[src/rtl/rv32im_muldiv_pkg.sv]
// Shared decoder constants for the RV32 M-extension (MUL/DIV/REM) opcodes.
package rv32im_muldiv_pkg;

  localparam logic [6:0] FUNCT7_MULDIV = 7'b0000001;

  localparam logic [2:0] FUNCT3_MUL    = 3'b000;
  localparam logic [2:0] FUNCT3_MULH   = 3'b001;
  localparam logic [2:0] FUNCT3_MULHSU = 3'b010;
  localparam logic [2:0] FUNCT3_MULHU  = 3'b011;
  localparam logic [2:0] FUNCT3_DIV    = 3'b100;
  localparam logic [2:0] FUNCT3_DIVU   = 3'b101;
  localparam logic [2:0] FUNCT3_REM    = 3'b110;
  localparam logic [2:0] FUNCT3_REMU   = 3'b111;

  function automatic logic f3_is_div(input logic [2:0] f3);
    return f3[2];
  endfunction

  function automatic logic f3_is_rem(input logic [2:0] f3);
    return f3[2] & f3[1];
  endfunction

endpackage

[src/rtl/rv32im_muldiv_divider.sv]
// Iterative unsigned restoring divider: one quotient bit per cycle, MSB first.
module rv32im_divider #(
  parameter int unsigned WIDTH = 32
) (
  input  logic             i_clk,
  input  logic             i_clear,
  input  logic             i_start,
  input  logic [WIDTH-1:0] i_dividend,
  input  logic [WIDTH-1:0] i_divisor,
  output logic [WIDTH-1:0] o_quotient,
  output logic [WIDTH-1:0] o_remainder,
  output logic             o_done
);

  localparam int unsigned CW = $clog2(WIDTH);

  logic [CW-1:0]    r_cnt;
  logic             r_run;
  logic [WIDTH-1:0] r_rem;
  logic [WIDTH-1:0] r_quo;
  logic [WIDTH-1:0] r_div;

  logic [WIDTH:0]   w_shift;
  logic             w_qbit;
  logic [WIDTH-1:0] w_rem_nxt;
  logic [WIDTH-1:0] w_quo_nxt;

  // A set carry-out bit means the shifted remainder already exceeds any divisor;
  // the W-bit modular subtract is then still exact.
  always_comb begin
    w_shift   = {r_rem, r_quo[WIDTH-1]};
    w_qbit    = w_shift[WIDTH] | (w_shift[WIDTH-1:0] >= r_div);
    w_rem_nxt = w_qbit ? (w_shift[WIDTH-1:0] - r_div) : w_shift[WIDTH-1:0];
    w_quo_nxt = {r_quo[WIDTH-2:0], w_qbit};
  end

  // Results are presented during the final iteration cycle so the parent can
  // register them on the same edge that completes the division.
  assign o_done      = r_run & (r_cnt == CW'(WIDTH-1));
  assign o_quotient  = w_quo_nxt;
  assign o_remainder = w_rem_nxt;

  always_ff @(posedge i_clk) begin
    if (i_clear) begin
      r_run <= 1'b0;
      r_cnt <= '0;
    end else if (i_start) begin
      r_run <= 1'b1;
      r_cnt <= '0;
      r_rem <= '0;
      r_quo <= i_dividend;
      r_div <= i_divisor;
    end else if (r_run) begin
      r_rem <= w_rem_nxt;
      r_quo <= w_quo_nxt;
      r_cnt <= r_cnt + 1'b1;
      if (o_done) r_run <= 1'b0;
    end
  end

endmodule

[src/rtl/rv32im_muldiv.sv]
// M-extension execute unit: fixed-latency multiply, iterative divide, valid/ready issue.
module rv32im_muldiv
  import rv32im_muldiv_pkg::*;
#(
  parameter int unsigned WIDTH       = 32,
  parameter int unsigned MUL_LATENCY = 2
) (
  input  logic             i_clk,
  input  logic             i_rst,
  input  logic             i_valid,
  output logic             o_ready,
  input  logic [2:0]       i_funct3,
  input  logic [WIDTH-1:0] i_rs1_data,
  input  logic [WIDTH-1:0] i_rs2_data,
  input  logic             i_flush,
  output logic             o_valid,
  output logic [WIDTH-1:0] o_result,
  output logic             o_busy
);

  localparam logic [1:0] S_IDLE = 2'd0;
  localparam logic [1:0] S_MUL  = 2'd1;
  localparam logic [1:0] S_DIV  = 2'd2;
  localparam logic [1:0] S_DONE = 2'd3;

  localparam logic [31:0] MCNT_LAST = MUL_LATENCY - 2;

  logic [1:0]       r_state, w_state_nxt;
  logic [31:0]      r_mcnt;
  logic [WIDTH-1:0] r_result, r_mul_res;
  logic             r_neg_q, r_neg_r, r_is_rem;

  logic             w_accept, w_is_div, w_is_rem, w_div_signed;
  logic             w_a_neg, w_b_neg, w_div0, w_ovf, w_special;
  logic [WIDTH-1:0] w_spec_res, w_mul_res, w_res_nxt;
  logic [WIDTH-1:0] w_dvd, w_dvs, w_quo, w_rem, w_quo_fix, w_rem_fix;
  logic             w_a_sgn, w_b_sgn, w_div_done;
  logic [2*WIDTH-1:0] w_a_ext, w_b_ext, w_prod;

  assign o_ready  = (r_state == S_IDLE) | (r_state == S_DONE);
  assign o_busy   = (r_state == S_MUL) | (r_state == S_DIV);
  assign o_valid  = (r_state == S_DONE);
  assign o_result = r_result;
  assign w_accept = i_valid & o_ready & ~i_flush;

  always_comb begin
    w_is_div     = f3_is_div(i_funct3);
    w_is_rem     = f3_is_rem(i_funct3);
    w_div_signed = w_is_div & ~i_funct3[0];
    w_a_neg      = w_div_signed & i_rs1_data[WIDTH-1];
    w_b_neg      = w_div_signed & i_rs2_data[WIDTH-1];
    w_div0       = (i_rs2_data == '0);
    w_ovf        = w_div_signed & (i_rs1_data == {1'b1, {(WIDTH-1){1'b0}}}) & (i_rs2_data == '1);
    w_special    = w_is_div & (w_div0 | w_ovf);
    if (w_div0) w_spec_res = w_is_rem ? i_rs1_data : '1;
    else        w_spec_res = w_is_rem ? '0 : i_rs1_data;
    w_dvd = w_a_neg ? (-i_rs1_data) : i_rs1_data;
    w_dvs = w_b_neg ? (-i_rs2_data) : i_rs2_data;
  end

  // Extending to 2*WIDTH bits yields the same low 2*WIDTH product bits as the
  // (2*WIDTH+2)-bit signed product of the (WIDTH+1)-bit extended operands.
  always_comb begin
    w_a_sgn   = (i_funct3 != FUNCT3_MULHU);
    w_b_sgn   = (i_funct3 == FUNCT3_MUL) | (i_funct3 == FUNCT3_MULH);
    w_a_ext   = {{WIDTH{w_a_sgn & i_rs1_data[WIDTH-1]}}, i_rs1_data};
    w_b_ext   = {{WIDTH{w_b_sgn & i_rs2_data[WIDTH-1]}}, i_rs2_data};
    w_prod    = w_a_ext * w_b_ext;
    w_mul_res = (i_funct3 == FUNCT3_MUL) ? w_prod[WIDTH-1:0] : w_prod[2*WIDTH-1:WIDTH];
  end

  rv32im_divider #(.WIDTH(WIDTH)) u_div (
    .i_clk       (i_clk),
    .i_clear     (i_rst | i_flush),
    .i_start     (w_accept & w_is_div & ~w_special),
    .i_dividend  (w_dvd),
    .i_divisor   (w_dvs),
    .o_quotient  (w_quo),
    .o_remainder (w_rem),
    .o_done      (w_div_done)
  );

  assign w_quo_fix = r_neg_q ? (-w_quo) : w_quo;
  assign w_rem_fix = r_neg_r ? (-w_rem) : w_rem;

  always_comb begin
    w_state_nxt = r_state;
    case (r_state)
      S_IDLE, S_DONE: begin
        if (w_accept) begin
          if (w_is_div)              w_state_nxt = w_special ? S_DONE : S_DIV;
          else if (MUL_LATENCY == 1) w_state_nxt = S_DONE;
          else                       w_state_nxt = S_MUL;
        end else begin
          w_state_nxt = S_IDLE;
        end
      end
      S_MUL:   if (r_mcnt == MCNT_LAST) w_state_nxt = S_DONE;
      S_DIV:   if (w_div_done) w_state_nxt = S_DONE;
      default: w_state_nxt = S_IDLE;
    endcase
    if (i_flush) w_state_nxt = S_IDLE;
  end

  always_comb begin
    w_res_nxt = r_result;
    if (w_accept)                w_res_nxt = w_is_div ? w_spec_res : w_mul_res;
    else if (r_state == S_MUL)   w_res_nxt = r_mul_res;
    else if (r_state == S_DIV)   w_res_nxt = r_is_rem ? w_rem_fix : w_quo_fix;
  end

  always_ff @(posedge i_clk) begin
    if (i_rst) begin
      r_state  <= S_IDLE;
      r_result <= '0;
      r_mcnt   <= '0;
    end else begin
      r_state <= w_state_nxt;
      if (w_state_nxt == S_DONE) r_result <= w_res_nxt;
      if (w_accept) begin
        r_mcnt    <= '0;
        r_mul_res <= w_mul_res;
        r_is_rem  <= w_is_rem;
        r_neg_q   <= w_div_signed & ~w_is_rem & (i_rs1_data[WIDTH-1] ^ i_rs2_data[WIDTH-1]);
        r_neg_r   <= w_is_rem & w_a_neg;
      end else if (r_state == S_MUL) begin
        r_mcnt <= r_mcnt + 32'd1;
      end
    end
  end

endmodule
[config.mk]
export PLATFORM = sky130hd
export DESIGN_NAME = rv32im_muldiv
export DESIGN_NICKNAME = d
export VERILOG_FILES = /design/src/rtl/rv32im_muldiv_pkg.sv /design/src/rtl/rv32im_muldiv_divider.sv /design/src/rtl/rv32im_muldiv.sv
export SDC_FILE = /design/constraint.sdc
export NUM_CORES = 2
export LEC_CHECK = 0
export ABC_AREA = 0
export BUFFER_PORTS_ARGS = -buffer_cell sky130_fd_sc_hd__buf_4
export CORE_ASPECT_RATIO = 0.7
export CORE_UTILIZATION = 35
export CTS_BUF_LIST = sky130_fd_sc_hd__clkbuf_16
export DETAILED_ROUTE_END_ITERATION = 7
export MAX_ROUTING_LAYER = met4
export PLACE_DENSITY = 0.57
export SLEW_MARGIN = 30
export SYNTH_ARGS = -nofsm -noshare
export SYNTH_HDL_FRONTEND = slang
export SYNTH_SLANG_ARGS = --single-unit
[constraint.sdc]
create_clock -name i_clk -period 26.2 [get_ports i_clk]
set_input_delay 5.24 -clock i_clk [delete_from_list [all_inputs] [get_ports i_clk]]
set_output_delay 5.24 -clock i_clk [all_outputs]
set_load 0.03 [all_outputs]
==> out/qor.csv <==
stage,metric,value,unit
place,place_congestion,0.983,
status,failed_checks,design-rule violations,
cells_and_area,synthToLayoutAreaGrowth,5.50,%
yosys,synth_nets,7392,
route,num_vias,41192,
yosys,syn_inst,5937,
sta,rsz0062_at_grt,no,
global_route,first_global_vias,41650,
yosys,synthFlopType,sky130_fd_sc_hd__edfxtp_1,
worst_hold_path,hp-start,o_result[29],
critical_path,cp-start-kind,input pin,
sta,max_freq,68.8,MHz
critical_path,worst_setup_path_end_kind,flip-flop,
die,io-pin-count,106,
die,initial_utilization,35.3,%
cts,cts-root-to-sink-buffers,3,
cts,postCtsResizedCells,0,
yosys,synth-edff-count,131,
cts,worst_skew_pair.late_latency,0.55,ns
yosys,synth_seq_area_share,10.3,%
die,fp-row-count,118,
route,routed_wirelength,176000,µm
sta,fin_crit_sh,55.5,%
critical_path,cpMaxStageDelayCell,sky130_fd_sc_hd__nand3_1,
sta,slew_headroom,24.9,%
yosys,ys_warn_count,0,
sta,clock_tree_skew_after_final_layout,0.0182,ns
global_route,grt_use_total,24.2,%
global_route,use_met1,37.2,%
yosys,postSynthAreaPerCell,8.82,µm²
critical_path,crit_path_max_incr_delay,0.79,ns
global_route,use_met2,32.7,%
route,route.detailed.drc,2,
cts,clk_pin_slew_worst_paths,0.07,ns
critical_path,critPathMostFrequentCell,sky130_fd_sc_hd__fa_1,
critical_path,path_delay_family,adder cells,
yosys,synthArstFlopShare,0,%
cts,postCtsSetupBuffers,0,
global_route,grt_max_degree,58,
sta,shortest_clock_period_the_worst_path_allows_after_layout,14.54,ns
die,die_x,464,µm
place,pre_cts_ws,11.04,ns
cts,post_cts_hold_buffer_count,0,
yosys,number_of_synthesized_register_bits,203,
global_route,globalRoute.busiestLayer,met1,
status,status,finished with violations,
sta,finalSetupTns,0,ns
global_route,antenna_found_initial,14,
sta,worst_pin_slew,1.12,ns
die,total_die_area,0.151,mm²
route,drtPass1Iterations,8,
die,floorplan.die.height,326,µm
route,dr.first_iter.drc_count,4902,
worst_hold_path,min-delay-path-class,flip-flop to flip-flop,
route,antenna_violating_nets_post_route,0,
cells_and_area,final_net_count,7189,
die,core,0.148,mm²
critical_path,path_buf_inv,4,
sta,setup_ws,11.66,ns
global_route,global_route.overflow_total,0,
critical_path,critical_path.startpoint,i_funct3[2],
cts,clock_tree.root_cell,sky130_fd_sc_hd__clkbuf_16,
global_route,grt_pass1_wl,270000,µm
flow_run,maxCapViolations,0,
critical_path,worst_ep_required_time,26.47,ns
cts,cts_tree,yes,
yosys,syn-cell-area,0.0524,mm²
cts,numCtsBuffers,20,
cells_and_area,layout-drive-gt1-share,3.83,%
place,port-buffer-count,105,
yosys,synth_cell_type_count,85,
place,dp_hpwl,131000,µm
cts,ctsHtreeMaxLevel,1,
route,drt_via_density,5.33,
route,route.detailed.wl_per_inst,22.8,µm
critical_path,cp_max_fo,45,
sta,setup_violations,0,
critical_path,timing.critical_path.arrival,14.82,ns
sta,final-max-slew-violation-count,0,
critical_path,worstSetupPathType,input pin to flip-flop,
critical_path,reg2reg_from,u_div.r_quo[31],
sta,finalHoldViolations,0,
global_route,global_route.usage.met3,4.98,%
cts,clock_sinks,203,
==> tightest hold or removal path, delay by kind of cell, from the launching register on <==
family	cells	cell delay (ns)
flip-flops	1	0.33
AND/OR/NAND/NOR	1	0.06
AO/OA/AOI/OAI	1	0.06
==> per-layer routing <==
| layer | vias to the layer above | wire length, µm |
|---|---|---|
| met5 | - | 0 |
| met4 | 0 | 3600 |
| met3 | 207 | 19100 |
| met2 | 1941 | 70900 |
| met1 | 21259 | 82500 |
| li1 | 17785 | - |
==> path summary, 6_finish.rpt <==
kind	to	slack, ns	cells past startpoint
worst max-delay path	r_mul_res[31]	11.66	27
worst min-delay path	o_result[29]	0.49	2
worst max register to register	o_result[18]	19.17	20
worst min register to register	o_result[29]	0.49	2
==> layout make-up <==
| cell class | instances | area [µm²] |
|---|---|---|
| flip-flops and latches | 203 | 5380 |
| well taps | 1980 | 2480 |
| fillers | 15146 | 93000 |
| clock buffers | 23 | 576 |
| clock inverters | 13 | 87.6 |
| inverters | 1162 | 4360 |
| repair buffers | 141 | 1080 |
| multi-input cells | 4206 | 41300 |
| diodes | 5 | 12.5 |
==> kinds of logic (layout without fill, tap and decap cells) <==
group                    after synthesis  count (layout)  share of synthesized area [%]
AND/OR/NAND/NOR                     1855            1855                           16.4
AO/OA/AOI/OAI                        702             702                           8.65
other                                  0               5                              0
XOR/XNOR                             237             237                           3.96
multiplexers                          25              25                          0.490
adder cells (fa/ha/maj)             1387            1387                           49.2
flip-flops                           203             203                           10.3
buffers and inverters               1528            1339                           11.0
==> state kept, by name, summed over array words and instances, names as in the netlist <==
name / flops
r_neg_q: 1
o_result: 32
u_div.r_quo: 32
r_neg_r: 1
r_mul_res: 32
u_div.r_run: 1
r_state: 2
r_is_rem: 1
u_div.r_rem: 32
r_mcnt: 32
u_div.r_cnt: 5
u_div.r_div: 32
==> per-stage QoR <==
step	utilization [%]	std cells	area (µm²)	hold slack, ns
global route	37.3	7730	55300	0.516
detailed placement	36.8	7691	54600	0.477
floorplan	-	5937	52400	0.467
finish	37.3	7733	55300	0.495
CTS	37.3	7727	55200	0.495
global placement	36.8	7690	54500	0.482
==> layout by cell type, fill, tap and decap left out, types with 45 or more instances in the layout <==
master / synthesis / routed
sky130_fd_sc_hd__xnor2_1: 127 / 127
sky130_fd_sc_hd__and3_1: 45 / 45
sky130_fd_sc_hd__fa_1: 1126 / 1125
sky130_fd_sc_hd__a21o_1: 51 / 51
sky130_fd_sc_hd__dfxtp_1: 72 / 72
sky130_fd_sc_hd__xor2_1: 110 / 110
sky130_fd_sc_hd__a21oi_1: 221 / 221
sky130_fd_sc_hd__nor3_1: 64 / 60
sky130_fd_sc_hd__nand2_1: 918 / 917
sky130_fd_sc_hd__buf_4: 0 / 139
sky130_fd_sc_hd__o21ai_0: 146 / 146
sky130_fd_sc_hd__and2_1: 319 / 319
sky130_fd_sc_hd__nor2_1: 272 / 271
sky130_fd_sc_hd__ha_1: 258 / 257
sky130_fd_sc_hd__inv_1: 1161 / 1164
sky130_fd_sc_hd__edfxtp_1: 131 / 131
==> synthesized netlist by cell type, types with 64 or more instances <==
cell type	number	area, µm²
sky130_fd_sc_hd__and2_1	319	2000
sky130_fd_sc_hd__ha_1	258	3230
sky130_fd_sc_hd__dfxtp_1	72	1440
sky130_fd_sc_hd__a21oi_1	221	1110
sky130_fd_sc_hd__xor2_1	110	963
sky130_fd_sc_hd__fa_1	1126	22500
sky130_fd_sc_hd__edfxtp_1	131	3930
sky130_fd_sc_hd__xnor2_1	127	1110
sky130_fd_sc_hd__nor3_1	64	320
sky130_fd_sc_hd__o21ai_0	146	731
sky130_fd_sc_hd__nand2_1	918	3450
sky130_fd_sc_hd__clkbuf_1	272	1020
sky130_fd_sc_hd__buf_1	80	300
sky130_fd_sc_hd__nor2_1	272	1020
sky130_fd_sc_hd__inv_1	1161	4360
Power is left out: the tool's default activity adds up to more than one toggle a clock period on the data nets, which glitch-free logic cannot reach.
